--- config.mk ---
export PLATFORM = sky130hd
export DESIGN_NAME = seg_pattern_rx
export DESIGN_NICKNAME = d
export VERILOG_FILES = /design/src/rtl/seg_pattern_rx.sv
export SDC_FILE = /design/constraint.sdc
export NUM_CORES = 1
export LEC_CHECK = 0
export ABC_AREA = 0
export BUFFER_PORTS_ARGS = -buffer_cell sky130_fd_sc_hd__buf_2
export CORE_MARGIN = 2
export CORE_UTILIZATION = 30
export DETAILED_ROUTE_END_ITERATION = 8
export PLACE_DENSITY = 0.55
export SETUP_SLACK_MARGIN = 0.2
export SYNTH_ARGS = -nofsm -noshare
export SYNTH_HDL_FRONTEND = slang
export SYNTH_SLANG_ARGS = --single-unit
--- constraint.sdc ---
create_clock -name clk -period 3.6 [get_ports clk]
set_clock_uncertainty 0.1 [all_clocks]
set_input_delay 0.18 -clock clk [delete_from_list [all_inputs] [get_ports clk]]
set_output_delay 0.18 -clock clk [all_outputs]
set_load 0.005 [all_outputs]
--- src/rtl/seg_pattern_rx.sv ---
// seg_pattern_rx: 7-segment bus receiver that debounces, decodes and pairs nibbles into bytes.
//
// Ports:
//   clk          system clock, rising edge
//   rst          asynchronous active-high reset
//   seg_in       active-low segment bus {a,b,c,d,e,f,g}, asynchronous to clk
//   nibble_out   last decoded nibble
//   nibble_valid one-cycle pulse, nibble_out updated
//   byte_out     last assembled byte {high, low}
//   byte_valid   one-cycle pulse, byte_out updated
//   err          one-cycle pulse, stable pattern not in the code table
//   pair_lo      high nibble held, waiting for the low nibble
//   err_clr      (SEG_RX_ERR_CNT_EN only) synchronous clear of err_cnt
//   err_cnt      (SEG_RX_ERR_CNT_EN only) saturating count of err pulses
//
// Optional feature macro: SEG_RX_ERR_CNT_EN adds err_clr/err_cnt.
module seg_pattern_rx #(
    parameter int STABLE_CYCLES = 4,
    parameter int CNT_W = 8
) (
    input  logic       clk,
    input  logic       rst,
    input  logic [6:0] seg_in,
`ifdef SEG_RX_ERR_CNT_EN
    input  logic       err_clr,
    output logic [7:0] err_cnt,
`endif
    output logic [3:0] nibble_out,
    output logic       nibble_valid,
    output logic [7:0] byte_out,
    output logic       byte_valid,
    output logic       err,
    output logic       pair_lo
);
    localparam logic [CNT_W-1:0] LAST = CNT_W'(STABLE_CYCLES - 1);
    logic [6:0] s1, s2, prev;
    logic [CNT_W-1:0] cnt;
    logic armed, pair;
    logic [3:0] hi, dec_nib;
    logic dec_ok, blank, accept;
    // prev holds the pattern whose stable run cnt is measuring
    always_comb begin
        dec_ok = 1'b1;
        dec_nib = 4'h0;
        case (prev)
            7'b0000001: dec_nib = 4'h0;
            7'b1001111: dec_nib = 4'h1;
            7'b0010010: dec_nib = 4'h2;
            7'b0000110: dec_nib = 4'h3;
            7'b1001100: dec_nib = 4'h4;
            7'b0100100: dec_nib = 4'h5;
            7'b0100000: dec_nib = 4'h6;
            7'b0001101: dec_nib = 4'h7;
            7'b0000000: dec_nib = 4'h8;
            7'b0000100: dec_nib = 4'h9;
            7'b0001000: dec_nib = 4'hA;
            7'b1100000: dec_nib = 4'hB;
            7'b0110001: dec_nib = 4'hC;
            7'b1000010: dec_nib = 4'hD;
            7'b0110000: dec_nib = 4'hE;
            7'b0111000: dec_nib = 4'hF;
            default:    dec_ok = 1'b0;
        endcase
        blank = prev == 7'b1111111;
        accept = armed && cnt == LAST;
    end
    always_ff @(posedge clk or posedge rst) begin
        if (rst) begin
            s1 <= 7'h7f;
            s2 <= 7'h7f;
            prev <= 7'h7f;
            cnt <= '0;
            armed <= 1'b0;
            pair <= 1'b0;
            hi <= 4'h0;
            nibble_out <= 4'h0;
            nibble_valid <= 1'b0;
            byte_out <= 8'h00;
            byte_valid <= 1'b0;
            err <= 1'b0;
        end else begin
            s1 <= seg_in;
            s2 <= s1;
            prev <= s2;
            nibble_valid <= 1'b0;
            byte_valid <= 1'b0;
            err <= 1'b0;
            if (accept) begin
                armed <= 1'b0;
                if (blank) begin
                    pair <= 1'b0;
                end else if (dec_ok) begin
                    nibble_out <= dec_nib;
                    nibble_valid <= 1'b1;
                    pair <= !pair;
                    if (pair) begin
                        byte_out <= {hi, dec_nib};
                        byte_valid <= 1'b1;
                    end else begin
                        hi <= dec_nib;
                    end
                end else begin
                    err <= 1'b1;
                    pair <= 1'b0;
                end
            end
            // a change starts a new run and re-arms, overriding the accept's disarm
            if (s2 != prev) begin
                cnt <= '0;
                armed <= 1'b1;
            end else if (cnt != LAST) begin
                cnt <= cnt + 1'b1;
            end
        end
    end
    assign pair_lo = pair;
`ifdef SEG_RX_ERR_CNT_EN
    always_ff @(posedge clk or posedge rst) begin
        if (rst) err_cnt <= 8'h00;
        else if (err_clr) err_cnt <= 8'h00;
        else if (err && err_cnt != 8'hff) err_cnt <= err_cnt + 8'h01;
    end
`endif
endmodule

Word level (Yosys, flattened, before mapping). Index checks and enable logic that the tools add are counted.

Register bits: 50. Latch bits: 0. Bits in writable memories: 0. ROM bits: 0. Bits of input ports: 9. Output and inout bits: 16. Logic and storage cells: 61. Memories kept: 0.

Add/subtract/negate cells: 1. Multiply operators: 0. Div/mod/pow operators: 0. Order comparisons: 0. Eq/ne operators: 19. Shift-type cells: 0. Muxes and demuxes: 18. Bitwise operators: 2. Reduce and logical (&&, ||, !) cells: 9.

Operator list (number): one-hot mux 4 bit (15 select lines) (1); == test 7 x 6 -> 1 bit, second input constant (5); == test 7 bit, second input constant (5); two-way mux 8 bit (2); OR reduction 16 bit (1); two-way mux 1 bit (15); == test 7 x 3 -> 1 bit, second input constant (2); == test 7 x 4 -> 1 bit, second input constant (2); adder 8 x 1 -> 8 bit, second input constant (1); == test 8 x 2 -> 1 bit, second input constant (1); inequality test 8 x 2 -> 1 bit, second input constant (1); AND reduction 4 bit (2); == test 7 x 1 -> 1 bit, second input constant (1); == test 7 x 5 -> 1 bit, second input constant (1); zero test 7 bit (1); inequality test 7 bit (1); nonzero test 2 bit (2); AND reduction 3 bit (1); inverter 1 bit (2); logical AND 1 bit (1); zero test 1 bit (1).

Longest topological paths before layout. Gate-level depths: netlist of the first run.

Depth in word-level cells: 6. Gate-level depth with buffers: 7. Gate-level depth less buffers: 6.

Worst setup path before layout of the first run. Ideal clock, no wire load.

Path kind: reg2reg. From: reg cnt[0]. To: reg hi[1]. Setup time: 0.128 ns. Arrival time: 2.188 ns. Required time: 3.372 ns. Path slack: 1.184 ns. Stages on the path, launching flop included: 7. Path buffers: 0. Clock period less this slack: 2.416 ns. Path through: dfrtp_1 -> ha_1 -> or4b_4 -> nor4_4 -> nand2_4 -> a311oi_4 -> mux2_1.

Cells in the longest elaborated chain, start to end: 3.

Ends and longest elaborated chain: start: declaration (line 37) `logic [CNT_W-1:0] cnt;`; start signal: assignment (line 112) `cnt <= cnt + 1'b1;`; == test 8 x 2 -> 1 bit (line 65) `accept = armed && cnt == LAST;`; logical AND 1 bit (line 65); AND reduction 4 bit (no line); end signal: assignment (line 100) `hi <= dec_nib;`; end: declaration (line 39) `logic [3:0] hi, dec_nib;`.

Every way passes these cells. A chain may end at the register's enable or synchronous reset.

Final worst setup path of the first run.
From: reg cnt[0]. To: reg hi[3].

The elaborated chain is that of the path after synthesis.

==> results.json, run 1 <==
{
  "power.density_mw_per_mm2": 374,
  "path_max_fanout": 8,
  "area_contributors_post_synth": "dfrtp_1, dfstp_2, xor2_1, mux2_2, nor2_1",
  "timing.max_cap.violations": 0,
  "globalplace.congestion": 0.802,
  "cts.reportedPaths.clkPinSlew_ps": 90,
  "synth_cell_types": 55,
  "most_used_dff_post_synth": "dfrtp_1",
  "row_count": 31,
  "power.sequential.fraction_pct": 62.7,
  "number_of_standard_cells_after_synthesis": 176,
  "seq_area_frac_synth_pct": 57.7,
  "maxClockFrequency_ghz": 0.387,
  "yosysWarningCount": 0,
  "p_int_w": 0.000738,
  "preCtsSetupSlack_ps": 1010,
  "minimum_clock_period_ps": 2580,
  "timing.rr.end": "hi[3]$_DFFE_PP0P_",
  "clock_buffer_depth": 2,
  "diodes": 0,
  "cts-root-buf": "clkbuf_8",
  "crit_buf_inv": 0,
  "tritoncts": "done",
  "avgViaCountPerCell": 4.62,
  "pwr-share-comb_pct": 4.9,
  "timing_worst_slew_pin_value_ps": 983,
  "status": "completed",
  "start_util_pct": 30.7,
  "wl_per_cell_um": 12.2,
  "die_x_um": 89.9,
  "hold_path.class": "input pin to asynchronous set/reset pin",
  "cts_inserted_buffers": 5,
  "synth-edff-count": 0,
  "wirelength_um": 3740,
  "synth.net_count": 186,
  "ant_nets": 0,
  "grt_start_max_net_pins": 51,
  "critical_path_top_delay_cell": "or4b_4",
  "slew_violations": 0,
  "max-slew-margin-rel_pct": 34.3,
  "grt_antenna_before_repair": 0,
  "finalHoldViolations": 0,
  "p_clk_share_pct": 32.4,
  "setup_repair_after_global_routing_missed_its_margin": "no",
  "synth_top_area_cell": "dfrtp_1",
  "vias": 1408,
  "detailedPlacementHpwl_um": 2560,
  "worst-r2r-setup-slack_ps": 1020,
  "timing.critical_path.slowest_cell_delay_ps": 500,
  "area.growth.synth_to_final_pct": 16.1,
  "fin_total_pwr_w": 0.000960,
  "post_route_cells_drive_above_1_share_pct": 33.5,
  "ys_seq_elements": 50,
  "post_synthesis_async_set_or_reset_flop_share_pct": 100,
  "drcViolationCount": 0,
  "detail_route.iter0.violations": 90,
  "via_count_of_the_first_global_routing_pass": 1333,
  "total_track_usage_pct": 9.89,
  "cts.sink_count": 50,
  "final_critical_path_setup_slack_ps": 1020,
  "leakagePower_nw": 1.08,
  "worst_skew_pair.late_latency_ps": 300,
  "synth_area_mm2": 0.00221,
  "critical_path_arrival_ps": 2670,
  "crit_family": "simple AND/OR/NAND/NOR gates",
  "reg2reg_from": "cnt[0]$_DFFE_PP0P_",
  "p_sw_w": 0.000221,
  "dieHeight_um": 89.9,
  "crit_chain": "ha_1, or4b_4, nor4_4, nand2_4, a311oi_4, mux2_1",
  "die_area_mm2": 0.00808,
  "startpoint_type": "flip-flop",
  "place.port_buffers": 24,
  "fp.coreArea_mm2": 0.00721,
  "yosysTopAreaCellShare_pct": 32.8,
  "synth_commonest_cells": "dfrtp_1, dfstp_2, nor2_1",
  "r2r.worst_path.cells": 6,
  "worstSetupPathType": "flip-flop to flip-flop",
  "post_cts.repair.setup_buffers": 0,
  "data_required_time_of_the_critical_path_ps": 3680,
  "synth.most_common_cell": "dfrtp_1",
  "post_synth.cell_area_avg_um2": 12.6,
  "cts_max_level": 2,
  "setup_total_negative_slack_ps": 0,
  "cp-startpoint": "cnt[0]$_DFFE_PP0P_",
  "final_net_count": 215,
  "timing.final.crit_share_pct": 71.8,
  "io_pins": 25,
  "netSwitchingFraction_pct": 23.1,
  "max-vdd-ir-drop_v": 0.000177,
  "setup_violations": 0,
  "drt-pass1-iter-count": 4,
  "wire_length_of_the_first_global_routing_pass_um": 6480,
  "endpoint_kind": "flip-flop",
  "total_gr_overflow": 0
}
[routing by layer]
metal	vias up	track usage [%]	routed length [µm]
met5	-	0	0
li1	680	-	-
met4	0	3.85	59
met1	688	13.6	1830
met3	7	2.68	165
met2	33	15.0	1690
[worst max-delay path by stage]
stage | slack [ps] | end | cells after the start
after floorplan | 1180 | hi[1]$_DFFE_PP0P_ | 6
after global placement | 1070 | hi[1]$_DFFE_PP0P_ | 6
after detailed placement | 1010 | hi[3]$_DFFE_PP0P_ | 6
after CTS | 1000 | hi[3]$_DFFE_PP0P_ | 6
after global routing | 870 | byte_out[7]$_DFFE_PP0P_ | 5
final | 1020 | hi[3]$_DFFE_PP0P_ | 6
[metrics by stage]
step	std cells	cell area [µm²]	utilization [%]	hold WS, ps
floorplan	176	2210	-	84.5
global placement	290	2410	33.5	184
detailed placement	290	2410	33.5	186
CTS	305	2570	35.6	52.5
global route	305	2570	35.6	98.8
finish	305	2570	35.6	7.22
[placed cells by master (no fill, tap or decap), types with 2 or more instances in the layout]
| cell | instances |
|---|---|
| nor2_1 | 14 |
| nand4_1 | 2 |
| clkbuf_8 | 5 |
| buf_2 | 24 |
| dfrtp_1 | 29 |
| nor4_1 | 3 |
| and3b_1 | 2 |
| nor2b_1 | 2 |
| o21a_1 | 2 |
| o22ai_1 | 2 |
| dfstp_2 | 21 |
| inv_1 | 8 |
| nand2_1 | 3 |
| dlygate4sd3_1 | 7 |
| nand3_1 | 8 |
| a31oi_1 | 2 |
| mux2_2 | 6 |
| mux2_1 | 3 |
| a31oi_4 | 2 |
| a21oi_1 | 3 |
| mux2i_1 | 4 |
| nor3b_1 | 2 |
| xor2_1 | 11 |
| xnor2_1 | 6 |
| nand2b_1 | 2 |
[power groups by stage]
stage                     clock network (W)  logic (W)  registers [W]
final                              0.000311  0.0000469       0.000602
after global routing               0.000353  0.0000542       0.000605
after CTS                          0.000329  0.0000483       0.000602
after detailed placement                  0  0.0000425       0.000612
after global placement                    0  0.0000420       0.000611
after floorplan                           0  0.0000426       0.000598
[cell families after synthesis]
logic type                 after synthesis  share of synthesized area (%)
AOI/OAI and AO/OA                       24                           10.0
xor gates and xnor gates                17                           6.73
adders and majority gates                1                          0.565
buffers and inverters                   18                           3.50
DFF                                     50                           57.7
muxes                                   13                           6.39
and+or+nand+nor                         53                           15.1
[sequential cells by signal (all words and copies together), names as in the netlist, 4 cells and up]
name and cells:
byte_out 8, cnt 8, hi 4, nibble_out 4, prev 7, s1 7
s2 7
[repair_timing]
action,in CTS,in global routing
endpoints found under the hold margin,7,0
resized for setup,0,0
hold buffers,7,0
[worst register-to-register path, stage by stage, from the launching register on]
cell      delay, ps
dfrtp_1         380
ha_1            230
or4b_4          500
nor4_4          380
nand2_4         160
a311oi_4        380
mux2_1          360
[area by class of cell]
| class | count | area (µm²) |
|---|---|---|
| fillers | 734 | 4650 |
| flip-flops and latches | 50 | 1280 |
| multi-input cells | 108 | 858 |
| repair buffers | 31 | 190 |
| well taps | 99 | 124 |
| clock buffers | 5 | 68.8 |
| inverters | 9 | 33.8 |
| clock inverters | 3 | 16.3 |
Power figures use the tool's default switching activity.
==> inputs of run 2 (changes only) <==
- PLACE_DENSITY: 0.55 -> 0.56
- clock period: 3.6 -> 2.33 ns (I/O delays scaled with it)
==> results.json, run 2 (synthesis gave the netlist of run 1 again) <==
{
  "status": "completed",
  "cts-root-buf": "clkbuf_8",
  "fp.coreArea_mm2": 0.00721,
  "timing.critical_path.slowest_cell_delay_ps": 470,
  "final_net_count": 250,
  "globalplace.congestion": 0.822,
  "placed_area_mm2": 0.00254,
  "commonest_non_fill_non_tap_cells_in_the_layout": "dfrtp_1, buf_4, buf_2",
  "timing.max_cap.violations": 0,
  "crit_chain": "ha_2, or4b_4, nor4_4, buf_4, nand3_4, a31oi_4, buf_12, mux2_4",
  "cts.sink_count": 50,
  "minimum_clock_period_ps": 2280,
  "setup_violations": 0,
  "ant_nets": 0,
  "slew_violations": 0,
  "start_util_pct": 30.7,
  "clock_buffer_depth": 2,
  "max-vdd-ir-drop_v": 0.000276,
  "cts_max_level": 2,
  "max-slew-margin-rel_pct": 66.9,
  "topRoutingLayerUsed": "met4",
  "data_required_time_of_the_critical_path_ps": 2410,
  "grt_antenna_before_repair": 0,
  "wire_length_of_the_first_global_routing_pass_um": 7220,
  "die_x_um": 89.9,
  "area.sequential_mm2": 0.00128,
  "multiInputGateArea_um2": 945,
  "maxClockFrequency_ghz": 0.438,
  "vias": 1522,
  "tritoncts": "done",
  "layout_commonest_cell": "dfrtp_1",
  "timing_worst_slew_pin_value_ps": 496,
  "hold-worst-slack_ps": 258,
  "cts_inserted_buffers": 5,
  "endpoint_kind": "flip-flop",
  "finalHoldViolations": 0,
  "critical_path_arrival_ps": 2370,
  "detailedPlacementHpwl_um": 2690,
  "hold_path.class": "flip-flop to flip-flop",
  "total_track_usage_pct": 11.0,
  "dieHeight_um": 89.9,
  "cp-startpoint": "cnt[1]$_DFFE_PP0P_",
  "startpoint_type": "flip-flop",
  "detail_route.iter0.violations": 126,
  "power.density_mw_per_mm2": 556,
  "drcViolationCount": 0,
  "area.growth.synth_to_final_pct": 36.1,
  "holdCritStartpoint": "s1[6]$_DFF_PP1_",
  "critical_path_top_delay_cell": "or4b_4",
  "wirelength_um": 4090,
  "final.fill_count": 708,
  "avgViaCountPerCell": 4.48,
  "place.port_buffers": 24,
  "detailroute.wirelength.met2_um": 1980,
  "drt-pass1-iter-count": 4,
  "path_max_fanout": 8,
  "diodes": 0,
  "layout.cell_area.non_filler_mm2": 0.00301,
  "grt_start_max_net_pins": 25,
  "crit_family": "simple AND/OR/NAND/NOR gates",
  "setup_repair_after_global_routing_missed_its_margin": "yes",
  "fin_total_pwr_w": 0.00168,
  "io_pins": 25,
  "wl_per_cell_um": 12.0,
  "cts.reportedPaths.clkPinSlew_ps": 90,
  "total_gr_overflow": 0,
  "biggestRegsByFlops": "byte_out x8, cnt x8",
  "worst_skew_pair.late_latency_ps": 290,
  "via_count_of_the_first_global_routing_pass": 1499,
  "wl_met3_um": 149,
  "detail_route.wirelength.met1_um": 1930,
  "row_count": 31,
  "die_area_mm2": 0.00808,
  "timing.final.crit_share_pct": 98.0,
  "reg2reg_from": "cnt[1]$_DFFE_PP0P_",
  "leakagePower_nw": 1.31,
  "crit_buf_inv": 2,
  "post_route_cells_drive_above_1_share_pct": 48.5,
  "worstSetupPathType": "flip-flop to flip-flop"
}
## run 2: changes by cell type in the layout (fill, tap and decap cells not counted), sizes merged
cell / before / now
dlygate4sd3: 7 / 8
clkinvlp: 1 / 0
buf: 24 / 58
clkbuf: 5 / 8
clkinv: 2 / 0
## run 2: worst paths after layout
kind,to,cells past startpoint,slack [ps]
worst max-delay path,byte_out[5]$_DFFE_PP0P_,8,50
worst min-delay path,s2[6]$_DFF_PP1_,0,260
worst max register to register,byte_out[5]$_DFFE_PP0P_,8,50
worst min register to register,s2[6]$_DFF_PP1_,0,260
max in group asynchronous,prev[6]$_DFF_PP1_,4,1180
min in group asynchronous,cnt[3]$_DFFE_PP0P_,3,290
## run 2: metal layers
metal | up-vias | track usage, %
met2 | 27 | 17.7
met3 | 2 | 3.27
li1 | 756 | -
met5 | - | 0
met4 | 0 | 3.08
met1 | 737 | 14.4
## run 2: repair_timing
item                                    4_1_cts  5_1_grt
cloned                                        0        0
resized for setup                            14        8
setup buffers                                15        3
endpoints found under the hold margin        24        0
endpoints found under the setup margin       13       21
hold buffers                                  8        0
pin swaps                                     5        2
## run 2: stage by stage
stage | instances | setup slack (ps) | TNS, ps | util [%]
2_1_floorplan | 176 | 46.4 | 0 | -
3_3_place_gp | 306 | 14.1 | 0 | 35.3
3_5_place_dp | 306 | -31.5 | -139 | 35.3
4_1_cts | 337 | 36.3 | 0 | 40.9
5_1_grt | 340 | -99.6 | -871 | 41.7
6_report | 340 | 45.7 | 0 | 41.7
## run 2: where the power goes
part	internal [W]	leakage [nW]	switching, W
Sequential	0.000901	0.621	0.0000200
Clock	0.000371	0.0678	0.000273
Combinational	0.0000547	0.617	0.0000549
Total	0.00133	1.31	0.000348
## run 2: cell type report
cell class              instances  area share (%)
clock buffers                   8            4.40
inverters                       9            1.12
multi-input cells             108            31.4
flip-flops and latches         50            42.4
well taps                      99            4.11
repair buffers                 66            16.6
==> inputs of run 3 (changes only) <==
- MAX_ROUTING_LAYER: unset -> met4
==> results.json, run 3 (synthesis gave the netlist of run 1 again) <==
{
  "minimum_clock_period_ps": 2280,
  "detailedPlacementHpwl_um": 2690,
  "timing_worst_slew_pin_value_ps": 496,
  "layout.cell_area.non_filler_mm2": 0.00301,
  "wirelength_um": 4080,
  "cts_max_level": 2,
  "grt_antenna_before_repair": 0,
  "biggestRegsByFlops": "byte_out x8, cnt x8",
  "status": "completed",
  "drt-pass1-iter-count": 4,
  "detailroute.wirelength.met2_um": 1990,
  "die_area_mm2": 0.00808,
  "row_count": 31,
  "via_count_of_the_first_global_routing_pass": 1505,
  "final.fill_count": 708,
  "final_util_pct": 41.7,
  "crit_family": "simple AND/OR/NAND/NOR gates",
  "finalHoldViolations": 0,
  "total_gr_overflow": 0,
  "holdCritStartpoint": "s1[6]$_DFF_PP1_",
  "vias": 1524,
  "wl_met3_um": 150,
  "placed_area_mm2": 0.00254,
  "fin_total_pwr_w": 0.00167,
  "start_util_pct": 30.7,
  "clock_buffer_depth": 2,
  "cts.reportedPaths.clkPinSlew_ps": 90,
  "wl_per_cell_um": 12.0,
  "detail_route.iter0.violations": 113,
  "path_max_fanout": 8,
  "cts-root-buf": "clkbuf_8",
  "avgViaCountPerCell": 4.48,
  "setup_repair_after_global_routing_missed_its_margin": "yes",
  "dp.cells": 306,
  "globalplace.congestion": 0.834,
  "area.growth.synth_to_final_pct": 36.1,
  "wire_length_of_the_first_global_routing_pass_um": 7210,
  "fp.coreArea_mm2": 0.00721,
  "worst_skew_pair.late_latency_ps": 290,
  "tritoncts": "done",
  "topRoutingLayerUsed": "met4",
  "worstSetupPathType": "flip-flop to flip-flop",
  "final_net_count": 250,
  "total_track_usage_pct": 11.3,
  "place.port_buffers": 24,
  "endpoint_kind": "flip-flop",
  "data_required_time_of_the_critical_path_ps": 2410,
  "max-vdd-ir-drop_v": 0.000276,
  "hold-worst-slack_ps": 258,
  "cts_inserted_buffers": 5,
  "diodes": 0,
  "hold_path.class": "flip-flop to flip-flop",
  "layoutNonFillerInstCount": 340,
  "maxClockFrequency_ghz": 0.438,
  "detail_route.wirelength.met1_um": 1910,
  "die_x_um": 89.9,
  "layout_commonest_cell": "dfrtp_1",
  "timing.critical_path.slowest_cell_delay_ps": 470,
  "io_pins": 25,
  "crit_chain": "ha_2, or4b_4, nor4_4, buf_4, nand3_4, a31oi_4, buf_12, mux2_4",
  "cp-startpoint": "cnt[1]$_DFFE_PP0P_",
  "power.density_mw_per_mm2": 556,
  "dieHeight_um": 89.9,
  "setup_violations": 0,
  "grt_start_max_net_pins": 25,
  "timing.final.crit_share_pct": 98.0,
  "drcViolationCount": 0,
  "max-slew-margin-rel_pct": 66.9,
  "critical_path_arrival_ps": 2370,
  "startpoint_type": "flip-flop",
  "ant_nets": 0,
  "cts.sink_count": 50,
  "slew_violations": 0,
  "timing.max_cap.violations": 0,
  "critical_path_top_delay_cell": "or4b_4",
  "reg2reg_from": "cnt[1]$_DFFE_PP0P_",
  "crit_buf_inv": 2,
  "post_route_cells_drive_above_1_share_pct": 48.5,
  "leakagePower_nw": 1.31,
  "commonest_non_fill_non_tap_cells_in_the_layout": "dfrtp_1, buf_4, buf_2"
}
run 3: per-stage QoR:
stage	worst slack (ps)	TNS (ps)
after floorplan	46.4	0
after global placement	14.1	0
after detailed placement	-31.5	-139
after CTS	36.3	0
after global routing	-99.6	-871
final	45.6	0
run 3: area by class of cell:
type | instances | area (µm²) | area share (%)
flip-flops and latches | 50 | 1280 | 42.4
repair buffers | 66 | 499 | 16.6
inverters | 9 | 33.8 | 1.12
multi-input cells | 108 | 945 | 31.4
well taps | 99 | 124 | 4.11
clock buffers | 8 | 133 | 4.40
run 3: final timing paths:
path,endpoint,slack [ps],depth (start not counted)
worst min register to register,s2[6]$_DFF_PP1_,260,0
min in group asynchronous,cnt[3]$_DFFE_PP0P_,290,3
worst min-delay path,s2[6]$_DFF_PP1_,260,0
max in group asynchronous,prev[6]$_DFF_PP1_,1180,4
worst max-delay path,byte_out[5]$_DFFE_PP0P_,50,8
worst max register to register,byte_out[5]$_DFFE_PP0P_,50,8
run 3: timing repair:
item / 4_1_cts / 5_1_grt
hold endpoints to repair: 24 / 0
endpoints found under the setup margin: 13 / 21
gates cloned: 0 / 0
pin swaps: 5 / 2
gates resized for setup: 14 / 8
hold buffers: 8 / 0
setup buffers: 15 / 3
run 3: routing by layer:
layer  vias up  global-route usage, %
met4         0                   3.08
met5         -                      -
met3         2                   3.27
met2        27                   17.7
met1       738                   14.4
li1        757                      -
run 3: power breakdown:
group	total (W)	switching (W)	leakage, nW	internal, W
Combinational	0.000110	0.0000549	0.617	0.0000547
Clock	0.000644	0.000272	0.0678	0.000371
Sequential	0.000921	0.0000200	0.621	0.000901
Total	0.00167	0.000347	1.31	0.00133
